--- src/rtl/axi4_write_master.sv ---
// AXI4 single-beat write initiator: one command in, one AW/W/B exchange out,
// one completion (normal or timed-out) back. Only one transaction in flight.
module axi4_write_master #(
   parameter int ADDR_W  = 32,
   parameter int DATA_W  = 32,
   parameter int TIMEOUT = 256
) (
   input  logic                clk,
   input  logic                reset,
   input  logic                cmd_valid,
   output logic                cmd_ready,
   input  logic [ADDR_W-1:0]   cmd_addr,
   input  logic [DATA_W-1:0]   cmd_data,
   input  logic [DATA_W/8-1:0] cmd_strb,
   output logic                rsp_valid,
   input  logic                rsp_ready,
   output logic [1:0]          rsp_resp,
   output logic                rsp_timeout,
   output logic                busy,
   output logic [ADDR_W-1:0]   m_awaddr,
   output logic                m_awvalid,
   input  logic                m_awready,
   output logic [DATA_W-1:0]   m_wdata,
   output logic [DATA_W/8-1:0] m_wstrb,
   output logic                m_wvalid,
   input  logic                m_wready,
   input  logic [1:0]          m_bresp,
   input  logic                m_bvalid,
   output logic                m_bready
);

   localparam int STRB_W = DATA_W / 8;
   localparam int CNT_W  = (TIMEOUT > 0) ? $clog2(TIMEOUT + 1) : 1;
   localparam logic [CNT_W-1:0] CNT_MAX  = CNT_W'(TIMEOUT);
   localparam logic [CNT_W-1:0] CNT_LAST = (TIMEOUT > 0) ? CNT_W'(TIMEOUT - 1) : '0;

   typedef enum logic [1:0] {
      S_IDLE,
      S_ISSUE,
      S_RESP,
      S_REPORT
   } state_t;

   state_t              state_reg, state_next;
   logic [ADDR_W-1:0]   addr_reg, addr_next;
   logic [DATA_W-1:0]   data_reg, data_next;
   logic [STRB_W-1:0]   strb_reg, strb_next;
   logic                awvalid_reg, awvalid_next;
   logic                wvalid_reg, wvalid_next;
   logic                bready_reg, bready_next;
   logic                aw_done_reg, aw_done_next;
   logic                w_done_reg, w_done_next;
   logic [CNT_W-1:0]    cnt_reg, cnt_next;
   logic                rsp_valid_reg, rsp_valid_next;
   logic [1:0]          rsp_resp_reg, rsp_resp_next;
   logic                rsp_timeout_reg, rsp_timeout_next;

   logic                timeout_hit;
   logic [CNT_W-1:0]    cnt_inc;

   // TIMEOUT=0 leaves the counter parked at zero and never fires.
   assign timeout_hit = (TIMEOUT != 0) && (cnt_reg == CNT_LAST);
   assign cnt_inc     = (cnt_reg == CNT_MAX) ? cnt_reg : cnt_reg + 1'b1;

   always_comb begin
      state_next       = state_reg;
      addr_next        = addr_reg;
      data_next        = data_reg;
      strb_next        = strb_reg;
      awvalid_next     = awvalid_reg;
      wvalid_next      = wvalid_reg;
      bready_next      = bready_reg;
      aw_done_next     = aw_done_reg;
      w_done_next      = w_done_reg;
      cnt_next         = cnt_reg;
      rsp_valid_next   = rsp_valid_reg;
      rsp_resp_next    = rsp_resp_reg;
      rsp_timeout_next = rsp_timeout_reg;

      case (state_reg)
         S_IDLE: begin
            if (cmd_valid) begin
               addr_next    = cmd_addr;
               data_next    = cmd_data;
               strb_next    = cmd_strb;
               awvalid_next = 1'b1;
               wvalid_next  = 1'b1;
               aw_done_next = 1'b0;
               w_done_next  = 1'b0;
               cnt_next     = '0;
               state_next   = S_ISSUE;
            end
         end
         S_ISSUE: begin
            cnt_next = cnt_inc;
            if (awvalid_reg && m_awready) begin
               awvalid_next = 1'b0;
               aw_done_next = 1'b1;
            end
            if (wvalid_reg && m_wready) begin
               wvalid_next = 1'b0;
               w_done_next = 1'b1;
            end
            // A final AW/W handshake landing on the timeout cycle still times out.
            if (timeout_hit) begin
               awvalid_next     = 1'b0;
               wvalid_next      = 1'b0;
               rsp_resp_next    = 2'b10;
               rsp_timeout_next = 1'b1;
               rsp_valid_next   = 1'b1;
               state_next       = S_REPORT;
            end else if (aw_done_next && w_done_next) begin
               bready_next = 1'b1;
               state_next  = S_RESP;
            end
         end
         S_RESP: begin
            cnt_next = cnt_inc;
            if (m_bvalid) begin
               rsp_resp_next    = m_bresp;
               rsp_timeout_next = 1'b0;
               rsp_valid_next   = 1'b1;
               bready_next      = 1'b0;
               state_next       = S_REPORT;
            end else if (timeout_hit) begin
               bready_next      = 1'b0;
               rsp_resp_next    = 2'b10;
               rsp_timeout_next = 1'b1;
               rsp_valid_next   = 1'b1;
               state_next       = S_REPORT;
            end
         end
         S_REPORT: begin
            if (rsp_ready) begin
               rsp_valid_next = 1'b0;
               state_next     = S_IDLE;
            end
         end
         default: state_next = S_IDLE;
      endcase
   end

   always_ff @(posedge clk) begin
      if (reset) begin
         state_reg       <= S_IDLE;
         addr_reg        <= '0;
         data_reg        <= '0;
         strb_reg        <= '0;
         awvalid_reg     <= 1'b0;
         wvalid_reg      <= 1'b0;
         bready_reg      <= 1'b0;
         aw_done_reg     <= 1'b0;
         w_done_reg      <= 1'b0;
         cnt_reg         <= '0;
         rsp_valid_reg   <= 1'b0;
         rsp_resp_reg    <= 2'b00;
         rsp_timeout_reg <= 1'b0;
      end else begin
         state_reg       <= state_next;
         addr_reg        <= addr_next;
         data_reg        <= data_next;
         strb_reg        <= strb_next;
         awvalid_reg     <= awvalid_next;
         wvalid_reg      <= wvalid_next;
         bready_reg      <= bready_next;
         aw_done_reg     <= aw_done_next;
         w_done_reg      <= w_done_next;
         cnt_reg         <= cnt_next;
         rsp_valid_reg   <= rsp_valid_next;
         rsp_resp_reg    <= rsp_resp_next;
         rsp_timeout_reg <= rsp_timeout_next;
      end
   end

   assign cmd_ready   = (state_reg == S_IDLE);
   assign busy        = (state_reg != S_IDLE);
   assign rsp_valid   = rsp_valid_reg;
   assign rsp_resp    = rsp_resp_reg;
   assign rsp_timeout = rsp_timeout_reg;
   assign m_awaddr    = addr_reg;
   assign m_awvalid   = awvalid_reg;
   assign m_wdata     = data_reg;
   assign m_wstrb     = strb_reg;
   assign m_wvalid    = wvalid_reg;
   assign m_bready    = bready_reg;

endmodule

--- config.mk ---
export PLATFORM = sky130hd
export DESIGN_NAME = axi4_write_master
export DESIGN_NICKNAME = d
export VERILOG_FILES = /design/src/rtl/axi4_write_master.sv
export SDC_FILE = /design/constraint.sdc
export NUM_CORES = 1
export LEC_CHECK = 0
export ABC_AREA = 1
export BUFFER_PORTS_ARGS = -buffer_cell sky130_fd_sc_hd__buf_2
export CAP_MARGIN = 20
export CORE_UTILIZATION = 40
export CTS_CLUSTER_DIAMETER = 120
export CTS_CLUSTER_SIZE = 16
export DETAILED_ROUTE_END_ITERATION = 8
export HOLD_SLACK_MARGIN = 0.15
export PLACE_DENSITY = 0.69
export SLEW_MARGIN = 20
export SYNTH_ARGS = -nofsm -noshare
export SYNTH_HDL_FRONTEND = slang
export SYNTH_SLANG_ARGS = --single-unit
--- constraint.sdc ---
create_clock -name clk -period 4.2 [get_ports clk]
set_clock_uncertainty 0.05 [all_clocks]
set_input_delay 0.21 -clock clk [delete_from_list [all_inputs] [get_ports clk]]
set_output_delay 0.21 -clock clk [all_outputs]
set_load 0.02 [all_outputs]
# After elaboration in Yosys (flattened, before gate mapping)

Index checks and enable logic that the tools add are counted.
Widths: inputs -> output; s select.

Output and inout bits: 77
Bits in registers: 88
Input port bits: 77
Word-level logic and storage cells: 85

Mux-type cells: 39
Equal/unequal tests: 14
Add/sub/neg operators: 1
Reduce and logical (&&, ||, !) cells: 18

Operator list:

| kind                | count |
|---|---|
| $mux 1              | 19 |
| $mux 9              | 2 |
| $pmux 9 s2          | 1 |
| $mux 2              | 8 |
| $ne 3x3->1 const B  | 4 |
| $pmux 1 s2          | 6 |
| $ne 2x2->1 const B  | 5 |
| $add 9x1->9 const B | 1 |
| $eq 9x8->1 const B  | 1 |
| $eq 9x9->1 const B  | 1 |
| $reduce_and 3->1    | 3 |
| $pmux 2 s4          | 1 |
| $reduce_and 4->1    | 2 |
| $reduce_bool 2->1   | 4 |
| $reduce_and 2->1    | 3 |
| $eq 2x2->1 const B  | 2 |
| $pmux 2 s2          | 1 |
| $logic_and 1x1->1   | 3 |
| $pmux 1 s3          | 1 |
| $reduce_bool 3->1   | 1 |
| $eq 2x1->1 const B  | 1 |
| $logic_not 2->1     | 1 |
| $reduce_or 2->1     | 1 |

# Depth between registers and ports, before layout

Gate-level depths: netlist (run 1).

Depth in word-level cells: 7
Depth in mapped cells: 10
Depth with buffers taken out: 10

# Worst setup path after synthesis (run 1)

No wires, ideal clock.

Kind: reg-to-reg
Start point: register cnt_reg[0]
End point: register state_reg[0]
Path slack: 2.360 ns
Library setup time: 0.115 ns
Data required time: 4.035 ns
Cell stages (with the launch flop): 10
Buffers on the path: 0
Arrival: 1.675 ns
Period minus slack after synthesis: 1.840 ns
Cell sequence: dfxtp_1 -> ha_1 -> nand2_1 -> nor4_1 -> ha_1 -> nor3_1 -> nor2_1 -> nand3_1 -> nand2_1 -> nor2_1

Word-level cells in the longest chain between the ends: 3
Elaborated cells on any way between the ends: 6
Those cells by class: eq/ne: 3; mux: 2; reduce/logical: 1

RTL lines:

| what                                                            | RTL line | RTL |
|---|---|---|
| from (decl)                                                     | 53       | `logic [CNT_W-1:0] cnt_reg, cnt_next;` |
| from (signal assigned)                                          | 168      | `cnt_reg <= cnt_next;` |
| $eq 9x8->1 (*)                                                  | 62       | `assign timeout_hit = (TIMEOUT != 0) && (cnt_reg == CNT_LAST);` |
| $ne 3x3->1 (no line) / $mux 2 (equally long branches)           | --       |  |
| $reduce_and 4->1 (no line) / $pmux 2 s4 (equally long branches) | --       |  |
| to (signal assigned)                                            | 159      | `state_reg <= state_next;` |
| to (decl)                                                       | 44       | `state_t state_reg, state_next;` |

Every way passes the cells marked *; elsewhere a longest branch is shown, timed or not.
A chain may end at the register's enable or synchronous reset.

# Worst setup path after layout (run 1)

Start point: register state_reg[0]
End point: register data_reg[26], in the netlist m_wdata[26]

Word-level cells in the longest chain between the ends: 2

RTL lines:

| what                       | RTL line | RTL |
|---|---|---|
| $logic_not 2->1            | 80       | `case (state_reg)` |
| $reduce_and 2->1 (no line) | --       |  |
| to (signal assigned)       | 161      | `data_reg <= data_next;` |
| to (decl)                  | 46       | `logic [DATA_W-1:0] data_reg, data_next;` |

Every way passes these cells.

==> results of run 1 <==
kinds of logic (layout without fill, tap and decap cells):
logic type | after synthesis | count (layout) | synth area share
flip-flops | 88 | 88 | 0.498
AO/OA/AOI/OAI | 98 | 98 | 0.148
adder cells (fa/ha/maj) | 9 | 9 | 0.0318
buffers and inverters | 54 | 276 | 0.0637
AND/OR/NAND/NOR | 226 | 226 | 0.259
final cells by class:
cell class / count / area share
repair buffers: 229 / 0.287
inverters: 31 / 0.0224
multi-input cells: 333 / 0.292
clock buffers: 9 / 0.0233
well taps: 105 / 0.0248
flip-flops and latches: 88 / 0.332
clock inverters: 7 / 0.0179
worst max-delay path by stage:
| stage | from | endpoint | slack (ns) | depth (start not counted) |
|---|---|---|---|---|
| after floorplan | cnt_reg[0] | state_reg[0] | 2.36 | 9 |
| after global placement | state_reg[0] | m_awaddr[22] | 1.81 | 7 |
| after detailed placement | state_reg[0] | m_wdata[30] | 1.69 | 7 |
| after CTS | state_reg[0] | m_awvalid | 1.54 | 9 |
| after global routing | state_reg[0] | m_awaddr[14] | 1.01 | 7 |
| final | state_reg[0] | m_wdata[26] | 1.31 | 7 |
timing repair:
action / 4_1_cts / 5_1_grt
setup endpoints to repair: 0 / 0
hold buffers: 75 / 0
hold endpoints to repair: 73 / 0
synthesized netlist by cell type (2+ instances only):
cell	count
sky130_fd_sc_hd__nor2_1	156
sky130_fd_sc_hd__dfxtp_1	88
sky130_fd_sc_hd__o21ai_0	75
sky130_fd_sc_hd__nand2_1	38
sky130_fd_sc_hd__inv_1	27
sky130_fd_sc_hd__nand3_1	15
sky130_fd_sc_hd__a21oi_1	13
sky130_fd_sc_hd__clkbuf_1	13
sky130_fd_sc_hd__ha_1	9
sky130_fd_sc_hd__nor3_1	7
sky130_fd_sc_hd__buf_2	6
sky130_fd_sc_hd__buf_4	4
sky130_fd_sc_hd__inv_2	4
sky130_fd_sc_hd__nor2_2	3
sky130_fd_sc_hd__nand2_2	2
sky130_fd_sc_hd__nand2_4	2
sky130_fd_sc_hd__o211ai_1	2
sky130_fd_sc_hd__o21ai_1	2
per-stage QoR:
step                worst slack [ns]  total power, mW  instances  area, µm²
floorplan                       2.36             2.02        475       3540
global placement                1.81             2.35        711       4330
detailed placement              1.69             2.38        711       4330
CTS                             1.54             3.08        802       5300
global route                    1.01             3.29        802       5310
finish                          1.31             3.07        802       5310
worst max-delay path, stage by stage, from the launching register on:
cell	delay (ns)
sky130_fd_sc_hd__dfxtp_1	0.41
sky130_fd_sc_hd__inv_1	0.11
sky130_fd_sc_hd__ha_1	0.28
sky130_fd_sc_hd__nand2_2	0.07
sky130_fd_sc_hd__buf_4	0.50
sky130_fd_sc_hd__clkinv_2	0.88
sky130_fd_sc_hd__nor2_1	0.35
sky130_fd_sc_hd__nor2_1	0.09
per-layer routing:
layer | GRT usage | vias to the layer above
met5 | 0 | -
met4 | 0.107 | 0
met3 | 0.0442 | 30
met2 | 0.396 | 126
met1 | 0.233 | 1761
li1 | - | 1957
power groups by stage:
stage	registers (mW)	logic [mW]	clock network (mW)
floorplan	1.42	0.603	0
global placement	1.16	1.19	0
detailed placement	1.17	1.21	0
CTS	1.15	1.27	0.662
global route	1.18	1.41	0.697
finish	1.15	1.27	0.648
==> run summary, run 1 <==
The post-synthesis instance total is 475. The maximum VDD drop came out at roughly 0.00023 V. The average wire length per cell after detail routing came out at 12.6 µm. The antenna diode count is 0. The total global routing track utilization is 0.216. The DRC violation total after the first TritonRoute iteration is 152. The final-report max-slew violation count is 0.

The combinational power share is 0.413. The area of the placeable core is 8380 µm². The TritonCTS sink count came out at 88. The floorplan step set the die width to between 90 and 100 µm. The final critical delay including setup and external delays is 2.89 ns. The sequential share of power came out at 0.376. The synthesized design contains slightly below 90 register bits. The multi-input gate area in the final layout came out at about 1600 µm². The number of cells on the worst reg-to-reg path is 7. The library cells used most frequently in the layout, excluding fill and tap cells, are sky130_fd_sc_hd__nor2_1 (156), sky130_fd_sc_hd__buf_2 (153), sky130_fd_sc_hd__dfxtp_1 (88). The data required time at the worst endpoint is between 4 and 5 ns. The switching part of the total power came out at 0.406. The aggregate routed wire length is 10100 µm. The post-detailed-route DRC marker count came out at 0. The share of the clock period used by the worst path is 0.688. TritonCTS built the clock tree. The fraction of final layout cells sized beyond drive strength 1 came out at 0.267. The internal power came out at about 1.8 mW. The final route contains just under 4000 vias. Among all flip-flop cells after synthesis, the most frequent one is sky130_fd_sc_hd__dfxtp_1. The top routing layer in use is met4. The flow ran to the end, and the final reports show no timing, DRC or antenna violations. The count of boundary I/O pins came out at around 150.

The synthesized cell area is approximately 3500 µm². The worst min-delay path endpoint is m_wvalid. Once layout is complete, the utilization of the core stands at 0.633. The power density over the cells came out at approximately 580 nW/µm². For the pin with the worst max-slew slack, the measured transition is 0.902 ns.

The fraction of registers with async set/reset came out at 0. Leaving out fill and tap cells, the most frequent cell in the layout is sky130_fd_sc_hd__nor2_1. Final hold analysis gives a worst-case slack of 0.158 ns.

For the worst setup path, the data arrival time is approximately 3.1 ns. The count of input and output buffers is 153. Entering global routing, the biggest net connects 77 pins.

The worst hold path cell count came out at 2. The post-synth net total is around 560. The maximum clock path buffer count is 2. The analysis attributes to cell leakage a power of between 2 and 3 nW. Of the synthesized area, sequential elements account for 0.498.

The number of warnings reported in the yosys synthesis log is 0. The later-pin clock latency in the skew report came out at 0.36 ns. The worst register-to-register path begins at state_reg[0]. The worst register-to-register path ends at m_wdata[26]. The final count of hold timing violations came out at 0.

The number of setup buffers added after CTS came out at 0. Routability-driven placement finished with a final weighted congestion of a little under 0.9. The count of max-cap constraint violations came out at 0. STA classifies the critical path startpoint as a flip-flop. For this configuration, the core starts out at a cell density of 0.422.

The via density per instance came out at roughly 4.8. The remaining antenna violation count after routing is 0. The buffer cell driving the clock tree root is sky130_fd_sc_hd__clkbuf_8. The share of total power in the clock network came out at 0.211. The total clock buffers created by CTS is 9. The H-tree was split into 3 levels.

The met2 routed wirelength is 4810 µm. Setup repair after global routing left no endpoint under its margin. The area overhead of the layout relative to synthesis is 50.0%. The count of nets after finishing came out at 778.

Summed over all layers, the global routing overflow is 0. The die extent in y came out at between 90 and 100 µm. The routed metal-1 wire length came out at between 4000 and 5000 µm. The number of global-route vias before repair is roughly 3600. The highest net fanout along the worst path came out at 72. The global-route wire length before repair came out at approximately 15000 µm. The setup TNS after final layout came out at 0 ns. Headroom to the max-slew limit came out at 0.398. In the detailed route, the total length drawn on met3 is between 600 and 700 µm.

The area enclosed by the die boundary is roughly 9200 µm². The net switching component of the power is between 1 and 1.5 mW. Setup violations remaining at the end of the flow were counted as 0.

Yosys mapped the design onto 27 distinct sky130hd cell types. Timing would allow up to 0.346 GHz. The count of fill cells added during filler insertion came out at 737.

The critical path in this run is classified as flip-flop to flip-flop. Ranked by total cell area, the synthesized netlist is headed by sky130_fd_sc_hd__dfxtp_1 (50%), sky130_fd_sc_hd__nor2_1 (17%), sky130_fd_sc_hd__o21ai_0 (11%). The largest total area in the synthesized netlist belongs to sky130_fd_sc_hd__dfxtp_1.

The startpoint identified for the worst hold timing path is reset. The class of the tightest hold or removal check is primary input to flip-flop. Each instance of the synthesized netlist takes up on average between 7 and 8 µm². Setup slack on the worst reg-to-reg path comes out at 1.31 ns.

The count of cells resized by post-cts repair came out at 0. The initial antenna violation count is 0. The site row count came out at 33. The clock input transition at the sequential cells of the worst setup and hold paths came out at roughly 0.1 ns. The synthesized design contains 0 enable-type register cells.

The HPWL after detailed placement came out at 6120 µm. The first detailed-routing pass ran for 4 iterations. Registers take 1760 µm². The worst setup path is captured at a flip-flop. The area share of the largest cell type after synthesis is 0.498.
Power figures use the tool's default switching activity.
==> inputs of run 2 (changes only) <==
--- a/config.mk
+++ b/config.mk
@@ -5,7 +5,7 @@
 export SDC_FILE = /design/constraint.sdc
 export NUM_CORES = 1
 export LEC_CHECK = 0
-export ABC_AREA = 1
+export ABC_AREA = 0
 export BUFFER_PORTS_ARGS = -buffer_cell sky130_fd_sc_hd__buf_2
 export CAP_MARGIN = 20
 export CORE_UTILIZATION = 40
@@ -13,7 +13,7 @@
 export CTS_CLUSTER_SIZE = 16
 export DETAILED_ROUTE_END_ITERATION = 8
 export HOLD_SLACK_MARGIN = 0.15
-export PLACE_DENSITY = 0.69
+export PLACE_DENSITY = 0.72
 export SLEW_MARGIN = 20
 export SYNTH_ARGS = -nofsm -noshare
 export SYNTH_HDL_FRONTEND = slang
==> constraint.sdc (replaced) <==
create_clock -name clk -period 2.44 [get_ports clk]
set_clock_uncertainty 0.05 [all_clocks]
set_input_delay 0.122 -clock clk [delete_from_list [all_inputs] [get_ports clk]]
set_output_delay 0.122 -clock clk [all_outputs]
set_load 0.02 [all_outputs]
==> run 2 against run 1 <==
Effect of this change:
- setup slack worse by 1.1 ns
- clock power up 76%
- wire length up 0.92%
- hold slack better by 0.083 ns
- design area up 1.3%
- critical path depth up 1
- non-clock buffer count up 6
- area after synthesis up 0.50%
- largest cell class unchanged
- combinational power up 58%
- highest routed layer unchanged
- clock-buffer cell count unchanged
==> run summary, run 2 <==
The post-detailed-route DRC marker count is 0 (unchanged). The count of max-cap constraint violations is 0 (unchanged). The launch point of the critical path was cnt_reg[0] (was state_reg[0]). The most repeated cell in the gate-level netlist after synthesis was sky130_fd_sc_hd__nand2_1 (was sky130_fd_sc_hd__nor2_1).

The antenna diode count came out at 0 (unchanged). The startpoint of the worst hold path is reset (unchanged). The startpoint type of the worst setup path is a flip-flop (unchanged). The DRC violation total after the first TritonRoute iteration came to 133 (was 152). The count of state elements after synthesis came out at 88 (unchanged). Run status: finished clean (unchanged). The HPWL after detailed placement came to 6210 µm (was 6120 µm).

The area enclosed by the die boundary is 9270 µm² (was 9220 µm²). The static leakage power came to 2.41 nW (was 2.57 nW). The initial antenna violation count is 0 (unchanged). The area share of the largest cell type after synthesis came out at 0.496 (was 0.498). The placer congestion estimate is 0.894 (was 0.877). The power density over the cells came out at 926 nW/µm² (was 579 nW/µm²). The achievable frequency is 0.446 GHz (was 0.346 GHz). The maximum clock path buffer count is 2 (unchanged).

The total power draw is 4.98 mW (was 3.07 mW). The global-route wire length before repair is 15200 µm (was 15400 µm). The final critical delay including setup and external delays is 2.24 ns (was 2.89 ns). The die width came out at 96.3 µm (was 96.0 µm).

The CTS tree is yes (unchanged). The final count of hold timing violations was 0 (unchanged). The arrival time at the worst endpoint came out at 2.44 ns (was 3.09 ns).

The synthesized cell area came out at 3550 µm² (was 3540 µm²). The fraction of registers with async set/reset is 0 (unchanged). The via count of the routed design came out at 3735 (was 3874). The number of warnings reported in the yosys synthesis log was 0 (unchanged). The worst flop-to-flop path startpoint is cnt_reg[0] (was state_reg[0]). The maximum cell stage delay along the critical path is 0.35 ns (was 0.88 ns).

The highest net fanout along the worst path is 5 (was 72). The endpoint kind of the worst setup timing path is a flip-flop (unchanged). The remaining antenna violation count after routing came out at 0 (unchanged). The average cell area after synthesis is 7.95 µm² (was 7.45 µm²). The setup TNS after final layout is 0 ns (unchanged).

The largest area contributor in the netlist is sky130_fd_sc_hd__dfxtp_1 (unchanged). Cell types with the largest area share after synthesis: sky130_fd_sc_hd__dfxtp_1 (50%), sky130_fd_sc_hd__nand2_1 (16%), sky130_fd_sc_hd__a21oi_1 (12%) (was sky130_fd_sc_hd__dfxtp_1 (50%), sky130_fd_sc_hd__nor2_1 (17%), sky130_fd_sc_hd__o21ai_0 (11%)). The total congestion overflow after global routing came out at 0 (unchanged). The slowest cell on the critical path is sky130_fd_sc_hd__dfxtp_1 (was sky130_fd_sc_hd__clkinv_2). The count of H-tree levels built during CTS is 3 (unchanged). The average wire length per cell after detail routing is 13.2 µm (was 12.6 µm). The count of flip-flops with a built-in enable after synthesis is 0 (unchanged). Worst-path cell chain: ha_1 > and3_1 > and3_1 > and3_1 > ha_1 > o31ai_1 > a21oi_1 > a311oi_1 (was inv_1 > ha_1 > nand2_2 > buf_4 > clkinv_2 > nor2_1 > nor2_1). The maximum VDD drop came out at 0.000431 V (was 0.000230 V). The fraction of final layout cells sized beyond drive strength 1 is 0.272 (was 0.267). The clock input transition at the sequential cells of the worst setup and hold paths is 0.09 ns (was 0.10 ns). The area of the placeable core came out at 8680 µm² (was 8380 µm²).

The number of global-route vias before repair is 3412 (was 3624). The gate family responsible for the most delay along the worst path was compound AO/OA/AOI/OAI gates (was buffers and inverters). The post-synthesis instance total is 447 (was 475).

The die extent in y came out at 96.3 µm (was 96.0 µm). The total clock buffers created by CTS is 9 (unchanged). The buffer cell driving the clock tree root is sky130_fd_sc_hd__clkbuf_8 (unchanged). The total global routing track utilization came out at 0.211 (was 0.216). The data required time at the worst endpoint came out at 2.64 ns (was 4.40 ns). The slew at the pin closest to its max-slew limit came out at 0.689 ns (was 0.902 ns). The largest net degree at the start of global routing came out at 69 (was 77). The critical setup path kind is flip-flop to flip-flop (unchanged).

The most used flip-flop cell after synthesis is sky130_fd_sc_hd__dfxtp_1 (unchanged). The later-pin clock latency in the skew report is 0.35 ns (was 0.36 ns). The class of the tightest hold or removal check is primary input to flip-flop (unchanged). The first-pass iteration count of the detailed router is 6 (was 4). The number of buffers and inverters on the critical path came out at 0 (was 3). The share of the clock period used by the worst path is 0.919 (was 0.688).

The most common cell after layout, fill and taps aside was sky130_fd_sc_hd__buf_2 (was sky130_fd_sc_hd__nor2_1). The unique cell type count in the Yosys netlist is 37 (was 27). The post-synth net total is 533 (was 561). The max-slew headroom at the worst pin came out at 0.541 (was 0.398). Leading cell types in the layout, fill and taps excluded: sky130_fd_sc_hd__buf_2 (153), sky130_fd_sc_hd__nand2_1 (147), sky130_fd_sc_hd__dfxtp_1 (88) (was sky130_fd_sc_hd__nor2_1 (156), sky130_fd_sc_hd__buf_2 (153), sky130_fd_sc_hd__dfxtp_1 (88)). The count of input and output buffers came out at 153 (unchanged). The cell seen most often among critical-path stages is sky130_fd_sc_hd__and3_1 (was sky130_fd_sc_hd__nor2_1). The total of endpoints with negative setup slack in the final report is 0 (unchanged). The count of boundary I/O pins is 154 (unchanged).

The starting utilization of the core area came to 0.410 (was 0.422). The count of nets after finishing is 749 (was 778). The area overhead of the layout relative to synthesis came out at 51.2% (was 50.0%). The TritonCTS sink count came out at 88 (unchanged). RSZ-0062 raised after global routing: false (unchanged).

The proportion of synthesized chip area in sequential cells is 0.496 (was 0.498). The final-report max-slew violation count is 0 (unchanged). The via density per instance came out at 4.81 (was 4.83). The site row count came out at 34 (was 33). The aggregate routed wire length is 10200 µm (was 10100 µm). Synth top cells by count: sky130_fd_sc_hd__nand2_1 (148), sky130_fd_sc_hd__dfxtp_1 (88), sky130_fd_sc_hd__a21oi_1 (84) (was sky130_fd_sc_hd__nor2_1 (156), sky130_fd_sc_hd__dfxtp_1 (88), sky130_fd_sc_hd__o21ai_0 (75)).
## run 2: cell types whose count changed after synthesis, moves of 4 or more
cell | before | now
sky130_fd_sc_hd__a21oi_1 | 13 | 84
sky130_fd_sc_hd__a311oi_1 | 0 | 5
sky130_fd_sc_hd__buf_2 | 6 | 10
sky130_fd_sc_hd__inv_1 | 27 | 8
sky130_fd_sc_hd__nand2_1 | 38 | 148
sky130_fd_sc_hd__nand2b_1 | 0 | 4
sky130_fd_sc_hd__nand3_1 | 15 | 3
sky130_fd_sc_hd__nor2_1 | 156 | 14
sky130_fd_sc_hd__nor2b_1 | 0 | 6
sky130_fd_sc_hd__o21ai_0 | 75 | 7
## run 2: worst reg2reg max path, delay by kind of cell (launching register included)
kind            cells  cell delay [ns]
compound gates      3             0.69
fa+ha+maj           2             0.44
flops               1             0.35
simple gates        3             0.61
## run 2: worst paths after layout
kind	end	slack, ns	depth (start not counted)
worst max-delay path	m_bready	0.20	8
worst min-delay path	cnt_reg[0]	0.24	2
worst max register to register	m_bready	0.20	8
worst min register to register	m_wdata[14]	0.40	2
## run 2: cells by family after synthesis
family,count (synthesis),synth area share
multiplexers,3,0.00845
AO/OA/AOI/OAI,111,0.175
AND/OR/NAND/NOR,197,0.238
flip-flops,88,0.496
adder cells (fa/ha/maj),9,0.0317
buffers and inverters,39,0.0510
## run 2: routing by layer
layer | part of all wire | GRT usage | up-vias
li1 | - | - | 1908
met1 | 0.39 | 0.227 | 1705
met2 | 0.54 | 0.386 | 104
met3 | 0.047 | 0.0427 | 18
met4 | 0.020 | 0.112 | 0
met5 | 0 | 0 | -
## run 2: metrics by stage
stage | cells | util | hold slack, ns | worst slack (ns) | cell area [µm²]
2_1_floorplan | 447 | - | 0.187 | 0.413 | 3550
3_3_place_gp | 684 | 0.505 | 0.312 | 0.314 | 4380
3_5_place_dp | 684 | 0.505 | 0.318 | 0.230 | 4380
4_1_cts | 776 | 0.619 | 0.207 | 0.196 | 5370
5_1_grt | 776 | 0.619 | 0.251 | 0.0170 | 5380
6_report | 776 | 0.619 | 0.242 | 0.198 | 5380
## run 2: layout make-up
class                   instances  area, µm²
clock buffers                   9        124
clock inverters                 7        103
fillers                       732       3300
inverters                       9       33.8
multi-input cells             320       1620
flip-flops and latches         88       1760
well taps                     108        135
repair buffers                235       1600
## run 2: power breakdown
group	internal, mW	total [mW]	switching [mW]
Sequential	1.69	1.84	0.145
Clock	0.591	1.14	0.544
Combinational	0.723	2.01	1.28
Total	3.01	4.98	1.97
## run 2: repair_timing
| item | in CTS | in global routing |
|---|---|---|
| gates resized for setup | 0 | 1 |
| hold buffers | 76 | 0 |
| setup buffers | 0 | 0 |
| hold endpoints to repair | 76 | 0 |
| endpoints found under the setup margin | 0 | 1 |
==> inputs of run 3 (changes only) <==
==> constraint.sdc (replaced) <==
create_clock -name clk -period 2.44 [get_ports clk]
set_clock_uncertainty 0.05 [all_clocks]
set_input_delay 0.366 -clock clk [delete_from_list [all_inputs] [get_ports clk]]
set_output_delay 0.366 -clock clk [all_outputs]
set_load 0.02 [all_outputs]
==> run 3 against run 2 <==
Effect of this change:
- total power fell by 2.5%
- largest cell class unchanged
- critical path type unchanged
- maximum frequency fell by 1.0%
- setup slack got worse by 0.024 ns
- design area fell by 14%
- critical endpoint unchanged
- clock-buffer cell count did not move
- wire length fell by 15%
- global-route usage fell by 3.4 points
==> run summary, run 3 (synthesized netlist as in run 2, its figures left out) <==
The number of cells after detailed placement came out at 684 (unchanged). The startpoint type of the worst setup path was a flip-flop (unchanged). The power density over the cells is 1050 nW/µm² (was 926 nW/µm²). The highest net fanout along the worst path came out at 5 (unchanged).

The total clock buffers created by CTS is 9 (unchanged). The count of input and output buffers came to 153 (unchanged). The fraction of final layout cells sized beyond drive strength 1 is 0.307 (was 0.272).

The setup TNS after final layout came out at 0 ns (unchanged). The via count of the routed design is 3400 (was 3735). The site row count is 34 (unchanged). The worst hold margin came to 0.187 ns (was 0.242 ns). The class of the tightest hold or removal check is primary input to flip-flop (unchanged).

The startpoint of the worst hold path is cmd_data[18] (was reset). The area overhead of the layout relative to synthesis is 29.8% (was 51.2%). The most common cell after layout, fill and taps aside is sky130_fd_sc_hd__buf_2 (unchanged). The number of setup buffers added after CTS is 0 (unchanged). The count of nets after finishing came out at 673 (was 749). The largest net degree at the start of global routing is 69 (unchanged). Worst-path cell chain: ha_1 > and3_1 > and3_1 > and3_1 > ha_1 > o31ai_1 > a21oi_1 > a311oi_1 (unchanged).

The post-detailed-route DRC marker count is 0 (unchanged). The via density per instance is 4.86 (was 4.81). The count of cells resized by post-cts repair came out at 0 (unchanged). The first-pass iteration count of the detailed router is 4 (was 6). The remaining antenna violation count after routing was 0 (unchanged). The worst setup margin came out at 0.174 ns (was 0.198 ns). The share of the clock period used by the worst path was 0.929 (was 0.919). The worst flop-to-flop path endpoint is m_bready (unchanged). The HPWL after detailed placement is 6210 µm (unchanged).

The total global routing track utilization came out at 0.177 (was 0.211). The number of cells in the finished layout apart from fillers came out at 700 (was 776). RSZ-0062 raised after global routing: false (unchanged). The area enclosed by the die boundary came out at 9270 µm² (unchanged).

The achievable frequency is 0.441 GHz (was 0.446 GHz). The cell seen most often among critical-path stages was sky130_fd_sc_hd__and3_1 (unchanged). The setup slack of the most critical reg-to-reg path is 0.17 ns (was 0.20 ns). The maximum clock path buffer count is 2 (unchanged).

The starting utilization of the core area is 0.410 (unchanged). The max-slew headroom at the worst pin is 0.546 (was 0.541). The core occupancy in the finished layout is 0.532 (was 0.619). The placement-stage worst setup slack came out at 0.230 ns (unchanged). The endpoint kind of the worst setup timing path is a flip-flop (unchanged). The maximum VDD drop is 0.000423 V (was 0.000431 V).

The slowest cell on the critical path is sky130_fd_sc_hd__dfxtp_1 (unchanged). Leading cell types in the layout, fill and taps excluded: sky130_fd_sc_hd__buf_2 (153), sky130_fd_sc_hd__nand2_1 (147), sky130_fd_sc_hd__dfxtp_1 (88) (unchanged). The number of buffers inserted for hold repair after clock tree synthesis is 0 (was 76). The count of boundary I/O pins was 154 (unchanged).

The static leakage power came out at 2.09 nW (was 2.41 nW). The TritonCTS sink count came out at 88 (unchanged). The count of H-tree levels built during CTS is 3 (unchanged). The critical setup path kind is flip-flop to flip-flop (unchanged). The worst hold path cell count is 3 (was 2). The average wire length per cell after detail routing came to 12.5 µm (was 13.2 µm). The final-report max-slew violation count is 0 (unchanged). The later-pin clock latency in the skew report is 0.35 ns (about the same). The placer congestion estimate is 0.894 (unchanged). The antenna diode count is 0 (unchanged).

The count of max-cap constraint violations came out at 0 (unchanged). Run status: finished clean (unchanged). The worst min-delay path endpoint is m_wdata[18] (was cnt_reg[0]). The die width came out at 96.3 µm (unchanged). The total of endpoints with negative setup slack in the final report came to 0 (unchanged).

The clock input transition at the sequential cells of the worst setup and hold paths is 0.10 ns (was 0.09 ns). The slew at the pin closest to its max-slew limit came out at 0.681 ns (was 0.689 ns). The buffer cell driving the clock tree root is sky130_fd_sc_hd__clkbuf_8 (unchanged). The CTS tree is yes (unchanged).

The area of the placeable core is 8680 µm² (unchanged). The die extent in y is 96.3 µm (unchanged). The data required time at the worst endpoint is 2.64 ns (about the same). The maximum cell stage delay along the critical path came out at 0.35 ns (about the same). The count of fill cells added during filler insertion came out at 825 (was 732).

The global-route wire length before repair came out at 12800 µm (was 15200 µm). The final count of hold timing violations came out at 0 (unchanged). The worst flop-to-flop path startpoint is cnt_reg[0] (unchanged). The path depth of the worst reg2reg path was 8 (unchanged). The final critical delay including setup and external delays came to 2.27 ns (was 2.24 ns). The arrival time at the worst endpoint is 2.46 ns (was 2.44 ns). The number of global-route vias before repair came to 2912 (was 3412).

The initial antenna violation count is 0 (unchanged). The total congestion overflow after global routing is 0 (unchanged). The DRC violation total after the first TritonRoute iteration is 96 (was 133).

The aggregate routed wire length came out at 8720 µm (was 10200 µm).
==> run 3: worst max path at each step <==
stage | startpoint | to | slack [ns] | cells past startpoint
after floorplan | cnt_reg[0] | m_bready | 0.41 | 8
after global placement | cnt_reg[0] | m_bready | 0.31 | 8
after detailed placement | cnt_reg[0] | m_bready | 0.23 | 8
after CTS | cnt_reg[0] | m_bready | 0.20 | 8
after global routing | cnt_reg[0] | m_bready | 0.02 | 9
final | cnt_reg[0] | m_bready | 0.17 | 8
==> run 3: metrics by stage <==
stage / cell area, µm² / total power [mW]
2_1_floorplan: 3550 / 3.21
3_5_place_dp: 4380 / 3.75
4_1_cts: 4610 / 4.90
5_1_grt: 4610 / 5.19
6_report: 4610 / 4.85
3_3_place_gp: 4380 / 3.71
==> run 3: per-layer routing <==
metal  share of wire  up-vias  global-route usage
li1                -     1759                   -
met1            0.42     1540               0.192
met2            0.52       95               0.324
met3           0.058        6              0.0474
met4          0.0077        0              0.0697
met5               0        -                   0
==> run 3: area by class of cell <==
class                   instances  area (µm²)  share of cell area
repair buffers                159         836               0.181
flip-flops and latches         88        1760               0.382
multi-input cells             320        1620               0.351
clock buffers                   9         124              0.0268
clock inverters                 7         103              0.0222
well taps                     108         135              0.0293
inverters                       9        33.8             0.00732
==> run 3: power breakdown <==
group	internal [mW]	switching, mW
combinational	0.644	1.25
sequential	1.69	0.137
clock	0.591	0.545
==> run 3: critical path, delay by kind of cell (launching register included) <==
family                     cells  cell delay [ns]
AOI/OAI and AO/OA              3             0.71
adders and majority gates      2             0.45
DFF                            1             0.35
and+or+nand+nor                3             0.61
